===== config.mk =====
export PLATFORM = sky130hd
export DESIGN_NAME = alarm_multidigit
export DESIGN_NICKNAME = d
export VERILOG_FILES = /design/src/rtl/alarm_pkg.sv /design/src/rtl/bcd_digit.sv /design/src/rtl/alarm_multidigit.sv
export SDC_FILE = /design/constraint.sdc
export NUM_CORES = 1
export LEC_CHECK = 0
export ABC_CLOCK_PERIOD_IN_PS = 3400
export BUFFER_PORTS_ARGS = -buffer_cell sky130_fd_sc_hd__buf_2
export CAP_MARGIN = 20
export CORE_UTILIZATION = 50
export DETAILED_ROUTE_END_ITERATION = 16
export PLACE_DENSITY = 0.74
export SYNTH_ARGS = -nofsm -noshare
export SYNTH_HDL_FRONTEND = slang
export SYNTH_HIERARCHICAL = 1
export SYNTH_SLANG_ARGS = --single-unit

===== constraint.sdc =====
create_clock -name clk -period 3.4 [get_ports clk]
set_input_delay 0.68 -clock clk [delete_from_list [all_inputs] [get_ports clk]]
set_output_delay 0.68 -clock clk [all_outputs]
set_load 0.005 [all_outputs]

===== src/rtl/alarm_pkg.sv =====
// Shared constants for the multi-digit BCD alarm counter:
// digit width, alarm reset digit and 7-segment encoding.
package alarm_pkg;

    localparam int DIGIT_W = 4;
    localparam logic [DIGIT_W-1:0] ALARM_RST_DIGIT = 4'd9;

    // Segment order is {g,f,e,d,c,b,a}, active-high.
    function automatic logic [6:0] seg7(input logic [DIGIT_W-1:0] d);
        logic [6:0] s;
        case (d)
            4'd0:    s = 7'b0111111;
            4'd1:    s = 7'b0000110;
            4'd2:    s = 7'b1011011;
            4'd3:    s = 7'b1001111;
            4'd4:    s = 7'b1100110;
            4'd5:    s = 7'b1101101;
            4'd6:    s = 7'b1111101;
            4'd7:    s = 7'b0000111;
            4'd8:    s = 7'b1111111;
            4'd9:    s = 7'b1101111;
            default: s = 7'b0000000;
        endcase
        return s;
    endfunction

endpackage


===== src/rtl/bcd_digit.sv =====
// One BCD digit of the up/down counter with ripple carry/borrow.
// co is combinational so the chain settles within one clock.
module bcd_digit
    import alarm_pkg::*;
(
    input  logic               clk,
    input  logic               rst_n,
    input  logic               clr,
    input  logic               ci,
    input  logic               up,
    output logic [DIGIT_W-1:0] q,
    output logic               co
);

    logic [DIGIT_W-1:0] nxt;

    always_comb begin
        nxt = q;
        if (up)
            nxt = (q >= 4'd9) ? 4'd0 : q + 4'd1;
        else
            nxt = (q == 4'd0) ? 4'd9 : q - 4'd1;
    end

    assign co = ci & (up ? (q == 4'd9) : (q == 4'd0));

    always_ff @(posedge clk or negedge rst_n) begin
        if (!rst_n)
            q <= '0;
        else if (clr)
            q <= '0;
        else if (ci)
            q <= nxt;
    end

endmodule


===== src/rtl/alarm_multidigit.sv =====
// Multi-digit BCD up/down counter with latched alarm output
// and a multiplexed 7-segment display driver.
module alarm_multidigit
    import alarm_pkg::*;
#(
    parameter int NDIGITS  = 4,
    parameter int TICK_DIV = 2500000,
    parameter int SCAN_DIV = 4000
) (
    input  logic                       clk,
    input  logic                       rst_n,
    input  logic                       en,
    input  logic                       up,
    input  logic                       alarm_ld,
    input  logic [DIGIT_W*NDIGITS-1:0] alarm_val,
    input  logic                       alarm_ack,
    output logic                       sp,
    output logic [DIGIT_W*NDIGITS-1:0] count,
    output logic [6:0]                 o,
    output logic [NDIGITS-1:0]         com
);

    localparam int PW = $clog2(TICK_DIV);
    localparam int SW = $clog2(SCAN_DIV);
    localparam int IW = (NDIGITS > 1) ? $clog2(NDIGITS) : 1;

    logic [PW-1:0]              pre;
    logic                       step;
    logic [NDIGITS:0]           cy;
    logic                       wrap_unused;
    logic [DIGIT_W*NDIGITS-1:0] alarm_q;
    logic                       match;
    logic                       match_q;
    logic                       hit;
    logic [SW-1:0]              sc;
    logic                       adv;
    logic [IW-1:0]              idx;
    logic [DIGIT_W-1:0]         cur_d;

    assign step = en && (pre == PW'(TICK_DIV - 1));

    always_ff @(posedge clk or negedge rst_n) begin
        if (!rst_n)
            pre <= '0;
        else if (!en || step)
            pre <= '0;
        else
            pre <= pre + 1'b1;
    end

    assign cy[0]       = step;
    assign wrap_unused = cy[NDIGITS];

    for (genvar gi = 0; gi < NDIGITS; gi++) begin : g_dig
        bcd_digit u_dig (
            .clk   (clk),
            .rst_n (rst_n),
            .clr   (!en),
            .ci    (cy[gi]),
            .up    (up),
            .q     (count[DIGIT_W*gi +: DIGIT_W]),
            .co    (cy[gi+1])
        );
    end

    always_ff @(posedge clk or negedge rst_n) begin
        if (!rst_n)
            alarm_q <= {NDIGITS{ALARM_RST_DIGIT}};
        else if (alarm_ld)
            alarm_q <= alarm_val;
    end

    // Only the rising edge of a match sets sp, so a held match
    // cannot re-arm the alarm after it has been acknowledged.
    assign match = en && (count == alarm_q);
    assign hit   = match && !match_q;

    always_ff @(posedge clk or negedge rst_n) begin
        if (!rst_n) begin
            match_q <= 1'b0;
            sp      <= 1'b0;
        end else begin
            match_q <= match;
            if (!en)
                sp <= 1'b0;
            else if (hit)
                sp <= 1'b1;
            else if (alarm_ack)
                sp <= 1'b0;
        end
    end

    assign adv = (sc == SW'(SCAN_DIV - 1));

    always_comb begin
        cur_d = '0;
        for (int i = 0; i < NDIGITS; i++)
            if (idx == IW'(i))
                cur_d = count[DIGIT_W*i +: DIGIT_W];
    end

    always_ff @(posedge clk or negedge rst_n) begin
        if (!rst_n) begin
            sc  <= '0;
            idx <= '0;
            o   <= '0;
            com <= '0;
        end else if (adv) begin
            sc  <= '0;
            idx <= (idx == IW'(NDIGITS - 1)) ? '0 : idx + 1'b1;
            o   <= seg7(cur_d);
            com <= NDIGITS'(1) << idx;
        end else begin
            sc  <= sc + 1'b1;
        end
    end

endmodule

* After elaboration in Yosys (flattened, before gate mapping)
Memories as Yosys holds them, arrays and structs flattened. A register that Yosys moved wholly into a read port is not among the register bits.
Index checks and enable logic that the tools add are counted.
** Word-level totals
- Flip-flop bits (word level) :: 74
- Memory bits (read-only) :: 112
- Input bits :: 22
- Output and inout bits :: 28
- Memories :: 1
** Operators by class
- $add $sub $neg :: 11
- Order comparisons :: 4
- Equality and inequality tests :: 14
- Shift-type cells :: 1
- Mux-type cells :: 33
- Bitwise logic cells :: 3
- Reduce and logical (&&, ||, !) cells :: 12
** Memories
- (no name shown) :: words 16, bits a word 7, rd ports 1, clocked after memory_dff 1, write ports 0, RTL line alarm_pkg.sv:11 : case (d)
** Operator list (count)
- $mux 4 :: 24
- $add 22x1->22 const B :: 1
- $eq 22x22->1 const B :: 1
- $mux 22 :: 1
- $add 4x1->4 const B :: 4
- $eq 16x16->1 :: 1
- $ge 4x4->1 const B :: 4
- $logic_not 4->1 :: 4
- $sub 4x1->4 const B :: 4
- $add 12x1->12 const B :: 1
- $eq 12x12->1 const B :: 1
- $eq 4x4->1 const B :: 3
- $mux 12 :: 1
- $ne 2x1->1 const B :: 4
- $mux 1 :: 6
- $eq 2x2->1 const B :: 2
- $shl 1x2->4 const A :: 1
- $and 1x1->1 :: 3
- $logic_and 1x1->1 :: 3
- $logic_not 1->1 :: 3
- $ne 3x1->1 const B :: 1
- $add 2x1->2 const B :: 1
- $eq 2x1->1 const B :: 1
- $logic_not 2->1 :: 1
- other kinds (2) :: 2

* Depth between registers and ports, before layout
Gate-level depths: netlist (run 1).
- Word-level depth :: 7
- Mapped depth :: 11
- Gate-level depth less buffers :: 10

* By module
Netlist (run 1), hierarchy kept.
** By module, submodules not included
- alarm_multidigit :: instances 1, cells each 323, area each 3321.9 sq um, sequential area each 1636.6 sq um
- bcd_digit :: instances 4, cells each 46, area each 376.6 sq um, sequential area each 100.1 sq um

* Worst setup path after synthesis (run 1)
OpenSTA, ideal clock, no wires.
- Path type :: register to register
- From :: reg pre[5]
- To :: reg g_dig[3].u_dig.q[2]
- Setup time :: 101 ps
- Data arrival time :: 2351 ps
- Data required time :: 3299 ps
- Setup slack :: 948 ps
- Cell stages (with the launch flop) :: 10
- Period minus slack after synthesis :: 2452 ps
- Path through :: dfrtp_1 > nor4b_1 > nand2_1 > nor4b_1 > and2_1 > and3_2 > and3_2 > and3_2 > nand2b_1 > o32ai_1
** Between the ends
- Cells in the longest elaborated chain, start to end :: 6
** Ends and longest elaborated chain
- from (decl) :: RTL line alarm_multidigit.sv:27 : logic [PW-1:0] pre;
- from (signal assigned) :: RTL line alarm_multidigit.sv:48 : pre <= pre + 1'b1;
- $eq 22x22->1 :: RTL line alarm_multidigit.sv:40 : assign step = en && (pre == PW'(TICK_DIV - 1));
- $logic_and 1x1->1 :: RTL line alarm_multidigit.sv:40
- named net cy[0] :: RTL line alarm_multidigit.sv:29 : logic [NDIGITS:0] cy;
- $and 1x1->1 :: RTL line bcd_digit.sv:25 : assign co = ci & (up ? (q == 4'd9) : (q == 4'd0));
- named net cy[1] :: RTL line alarm_multidigit.sv:29
- $and 1x1->1 :: RTL line bcd_digit.sv:25
- named net cy[2] :: RTL line alarm_multidigit.sv:29
- $and 1x1->1 :: RTL line bcd_digit.sv:25
- named net cy[3] :: RTL line alarm_multidigit.sv:29
- $ne 2x1->1 (no line)
- to (signal assigned) :: RTL line bcd_digit.sv:33 : q <= nxt;
- to (decl) :: RTL line bcd_digit.sv:11 : output logic [DIGIT_W-1:0] q,
The timed path passes the listed nets, and every way through them passes these cells.
A chain may end at the register's enable or synchronous reset.

* Final worst setup path (run 1)
- From :: reg pre[5]
- To :: reg g_dig[3].u_dig.q[1]
The elaborated chain is that of the path after synthesis.

==> results of run 1 <==
==> per-stage QoR <==
step	utilization, %	cell area, um^2	instances
after floorplan	-	4811	504
after global placement	55.59	5161	668
after detailed placement	55.59	5161	668
after CTS	57.78	5364	684
after global routing	57.99	5384	685
final	57.99	5384	685
==> worst max-delay path by stage <==
stage                          start                              end  slack, ps
global route        pre[5]$_DFF_PN0_  g_dig[3].u_dig/q[2]$_DFFE_PN0P_        120
CTS                 pre[5]$_DFF_PN0_  g_dig[3].u_dig/q[1]$_DFFE_PN0P_        380
detailed placement  pre[5]$_DFF_PN0_  g_dig[3].u_dig/q[2]$_DFFE_PN0P_        460
global placement    pre[5]$_DFF_PN0_  g_dig[3].u_dig/q[0]$_DFFE_PN0P_        550
floorplan           pre[5]$_DFF_PN0_  g_dig[3].u_dig/q[2]$_DFFE_PN0P_        960
finish              pre[5]$_DFF_PN0_  g_dig[3].u_dig/q[1]$_DFFE_PN0P_        410
==> flip-flops by register name (all words and copies together), names as in the netlist <==
register	count
alarm_q	16
com	4
g_dig.u_dig/q	16
idx	2
match_q	1
o	7
pre	22
sc	12
sp	1
==> placed cells by master, fill, tap and decap left out, types with 18 or more instances in the layout <==
cell type / n
nand2_1: 45
buf_2: 48
nand2b_1: 18
ha_1: 28
nand3_1: 23
nor2_1: 42
xor2_1: 34
o21ai_0: 23
inv_1: 26
dfrtp_1: 73
==> power breakdown <==
group	switching, mW	leakage (nW)	total (mW)	internal (mW)
logic	0.0613	1.24	0.108	0.0471
clock network	0.365	0.103	0.726	0.361
registers	0.0167	1.07	1.01	0.992
==> area by class of cell <==
type / count / area [um^2] / share of cell area, %
well taps: 129 / 161.4 / 2.998
inverters: 30 / 112.6 / 2.092
clock buffers: 10 / 137.6 / 2.556
multi-input cells: 378 / 2595 / 48.20
repair buffers: 51 / 275.3 / 5.113
flip-flops and latches: 81 / 2037 / 37.83
clock inverters: 6 / 65.06 / 1.208
==> critical path, stage by stage, from the launching register on <==
cell,delay [ps]
dfrtp_1,440
nor4b_1,360
nand2_1,90
nor4b_1,400
and2_1,350
and3_2,320
and3_2,280
and3_2,280
nor2_1,70
a311oi_1,300
==> layer usage <==
layer	wire length, um	global-route usage [%]
met5	0	0
met4	123	7.023
met3	474	3.830
met2	5081	37.03
met1	4852	31.10
==> summary.txt, run 1 <==
Slew @ Worst Pin: 953.3 ps
Final hold slack: 270.1 ps
GR Overflow Total: 0
Synthesized instance count: 504
Pre-CTS setup slack: 462.6 ps
Vias per cell: 5.717
Worst setup SP type: flip-flop
Routed via count: 3916
Final Hold Vio Count: 0
Peak VDD IR: 0.0001739 V
Rel. slew slack: 35.86%
Largest net degree at the start of global routing: 82
Max-Cap Viols: 0
Syn. warnings: 6
Status: completed
Die X: 100.1 um
Fillers: 843
Synth-to-Final Area Change: 11.91%
Core box area: 9284 um^2
Final cycle utilization of the critical path: 87.94%
Slew Viols, Final: 0
Post-Syn Area: 4811 um^2
Req. time, crit path: 3650 ps
Total GRT Usage: 22.69%
Drt wl/cell: 15.37 um
IO Port Bufs: 49
Post-DRT Antenna Nets: 0
Core Rows: 35
Synthesized area per cell: 9.545 um^2
Synthesized Nets: 554
Share of layout cells above drive strength 1: 19.42%
Initial core utilization: 51.82%
H-tree levels: 3
CTS resizes: 0
Clk sinks: 81
Vert. Die Dim: 100.1 um
Clock Path Buffers: 2
IO Pins: 50
Number of diodes: 0
Reg2Reg Setup Slack: 410 ps
Postcts setup bufs: 0
Placer Congestion: 0.9013
Post-route minimum period: 2990 ps
Post-layout net count: 601
F_max: 334.5 MHz
R2R depth: 9
Total Power: 1.843 mW
Full die area: 10020 um^2
Crit path max fanout: 8
TritonCTS clock tree: built
First-pass GRT wire length: 17870 um
Skew-Pair Late Insertion Delay: 350 ps
Final setup fails: 0
Leakage power of the design: 2.411 nW
Clk root buf: clkbuf_8
Crit. End Element: flip-flop
DR DRC count: 0
Routed WL: 10530 um
Cts bufs inserted: 9
Clk slew on worst S/H paths: 90 ps
Worst Hold Class: in -> async
TritonRoute pass-1 iters: 5
Reg-to-Reg End: g_dig[3].u_dig/q[1]$_DFFE_PN0P_
Vias in the first global route: 3731
DPL Wire Length: 7452 um
Launch point of the worst reg-to-reg path: pre[5]$_DFF_PN0_
Critical path arrival: 3240 ps
PD cells: 342.3 nW/um^2
Clock Skews: 11.66 ps
Initial antenna violation count: 0
Iter 0 DRT Violations: 197
Setup TNS: 0 ps
CP Class: reg -> reg
Cts hold-fix bufs: 0
RSZ-0062 raised after global routing: no
Final worst slack: 410.1 ps
Power figures use the tool's default switching activity.
==> run 2: changes to the inputs <==
- ABC_CLOCK_PERIOD_IN_PS: 3400 -> 2600
- PLACE_DENSITY: 0.74 -> 0.77
- SLEW_MARGIN: not set -> 15
- clock period: 3.4 -> 2.6 ns (I/O delays scaled with it)
==> run 2 against run 1 <==
  * Via count up 2.5%
  * Register-to-register slack worse by 250 ps
  * Total power up 40%
  * First-iteration DRC count up 15%
  * Global-route usage up 0.31 points
  * Largest cell class unchanged
  * Critical endpoint is now g_dig[3].u_dig/q[2]$_DFFE_PN0P_
  * Sequential power up 31%
  * Setup slack worse by 250 ps
  * Routed wire length up 4.3%
  * Non-clock buffer count up 15
  * Critical path depth unchanged
==> summary.txt, run 2 (synthesized netlist as in run 1, its figures left out) <==
Placer Congestion: 0.9495
Final cycle utilization of the critical path: 93.78%
Vias in the first global route: 3783
Post-route minimum period: 2438 ps
IO Port Bufs: 49
Worst Hold Class: in -> async
Iter 0 DRT Violations: 227
DPL Wire Length: 7776 um
Clock Path Buffers: 2
Largest register FFs: 22
Synth-to-Final Area Change: 15.76%
Fillers: 806
Post-DRT Antenna Nets: 0
Total GRT Usage: 23.00%
Peak VDD IR: 0.0002915 V
Crit-path cells: nor4b_1 -> nand2_1 -> nor4b_4 -> and2_1 -> and3_2 -> and3_2 -> and3_4 -> nand2b_1 -> o32ai_1
F_max: 410.1 MHz
Largest regs: pre (22), alarm_q (16), g_dig.u_dig/q (16)
Slew @ Worst Pin: 737.2 ps
Skew-Pair Late Insertion Delay: 360 ps
Worst setup SP type: flip-flop
Full die area: 10020 um^2
GR Overflow Total: 0
Largest net degree at the start of global routing: 81
Clk root buf: clkbuf_8
Total Power: 2.575 mW
Initial antenna violation count: 0
Vert. Die Dim: 100.1 um
CP bufs+invs: 0
Core Util, Final: 59.99%
Crit path max fanout: 7
Leakage power of the design: 2.522 nW
Share of layout cells above drive strength 1: 21.72%
Req. time, crit path: 2860 ps
Cts bufs inserted: 9
Most frequent cells in the layout: dfrtp_1, buf_2, nand2_1, nor2_1, xor2_1
Die X: 100.1 um
TritonCTS clock tree: built
Clock Skews: 9.530 ps
Rel. slew slack: 50.40%
Final setup fails: 0
Core Rows: 35
Drt wl/cell: 15.70 um
Crit path max-delay family: simple AND/OR/NAND/NOR gates
Number of diodes: 0
Register area: 2037 um^2
Vias per cell: 5.734
Routed via count: 4014
Core box area: 9284 um^2
Status: completed
Crit. End Element: flip-flop
CP max stage cell: dfrtp_1
Clk sinks: 81
TritonRoute pass-1 iters: 4
Final Hold Vio Count: 0
Commonest non-fill, non-tap cell in the layout: dfrtp_1
Register bank with the most flops: pre
Post-layout net count: 616
First-pass GRT wire length: 18150 um
DR DRC count: 0
Critical path arrival: 2700 ps
Delay of the slowest critical-path stage: 420 ps
Clk slew on worst S/H paths: 80 ps
PD cells: 462.3 nW/um^2
Slew Viols, Final: 0
Routed WL: 10990 um
Max-Cap Viols: 0
Multi-input logic area: 2626 um^2
CP Class: reg -> reg
H-tree levels: 3
IO Pins: 50
Postcts setup bufs: 0
Initial core utilization: 51.82%
CP most frequent cell: and3_2
run 2: cell types whose count changed in the layout (fill, tap and decap cells not counted), moves of 2 or more:
cell,delta
bufinv_16,+2
clkinv_2,-2
nor4b_1,-2
clkbuf_1,+2
buf_4,+15
run 2: through the flow:
stage	hold WS [ps]	std cells	setup slack [ps]	instance area [um^2]	TNS, ps
final	24.73	700	161.6	5569	0
after detailed placement	453.7	683	165.7	5274	0
after global routing	15.77	700	-0.1776	5569	-0.1776
after CTS	362.9	699	67.15	5510	0
after global placement	439.7	683	207.7	5274	0
after floorplan	224.4	504	155.7	4811	0
run 2: what timing repair did:
action,4_1_cts,5_1_grt
hold buffers,0,0
gates resized for setup,0,5
setup endpoints to repair,0,6
run 2: per-layer routing:
| metal | share of wire, % | global-route usage [%] | vias up |
|---|---|---|---|
| li1 | - | - | 1927 |
| met1 | 46 | 31.11 | 1942 |
| met2 | 47 | 37.24 | 131 |
| met3 | 4.7 | 4.318 | 14 |
| met4 | 1.7 | 7.915 | 0 |
| met5 | 0 | 0 | - |
run 2: area by class of cell:
type | instances | area share, %
Clock buffer | 11 | 2.359
Timing Repair Buffer | 66 | 7.100
Clock inverter | 5 | 1.887
Inverter | 30 | 2.022
Sequential cell | 81 | 36.58
Multi-Input combinational cell | 378 | 47.16
Tap cell | 129 | 2.898
run 2: worst paths after layout:
check	startpoint	to	slack, ps	cells after the start
max in group asynchronous	rst_n	alarm_q[12]$_DFFE_PN1P_	1940	2
min in group clk	alarm_val[9]	alarm_q[9]$_DFFE_PN0P_	390	2
worst min register to register	sc[0]$_DFF_PN0_	sc[0]$_DFF_PN0_	460	1
worst min-delay path	rst_n	sc[7]$_DFF_PN0_	20	1
worst max-delay path	pre[16]$_DFF_PN0_	g_dig[3].u_dig/q[2]$_DFFE_PN0P_	160	9
worst max register to register	pre[16]$_DFF_PN0_	g_dig[3].u_dig/q[2]$_DFFE_PN0P_	160	9
run 2: worst reg2reg max path, stage by stage, from the launching register on:
cell and delay [ps]:
dfrtp_1 420, nor4b_1 350, nand2_1 150, nor4b_4 330
and2_1 180, and3_2 180, and3_2 180, and3_4 220
nand2b_1 90, o32ai_1 240
run 2: report_power, final:
group | switching (mW) | total (mW) | internal [mW]
Combinational | 0.0814 | 0.147 | 0.0655
Sequential | 0.0228 | 1.32 | 1.30
Clock | 0.469 | 1.11 | 0.639
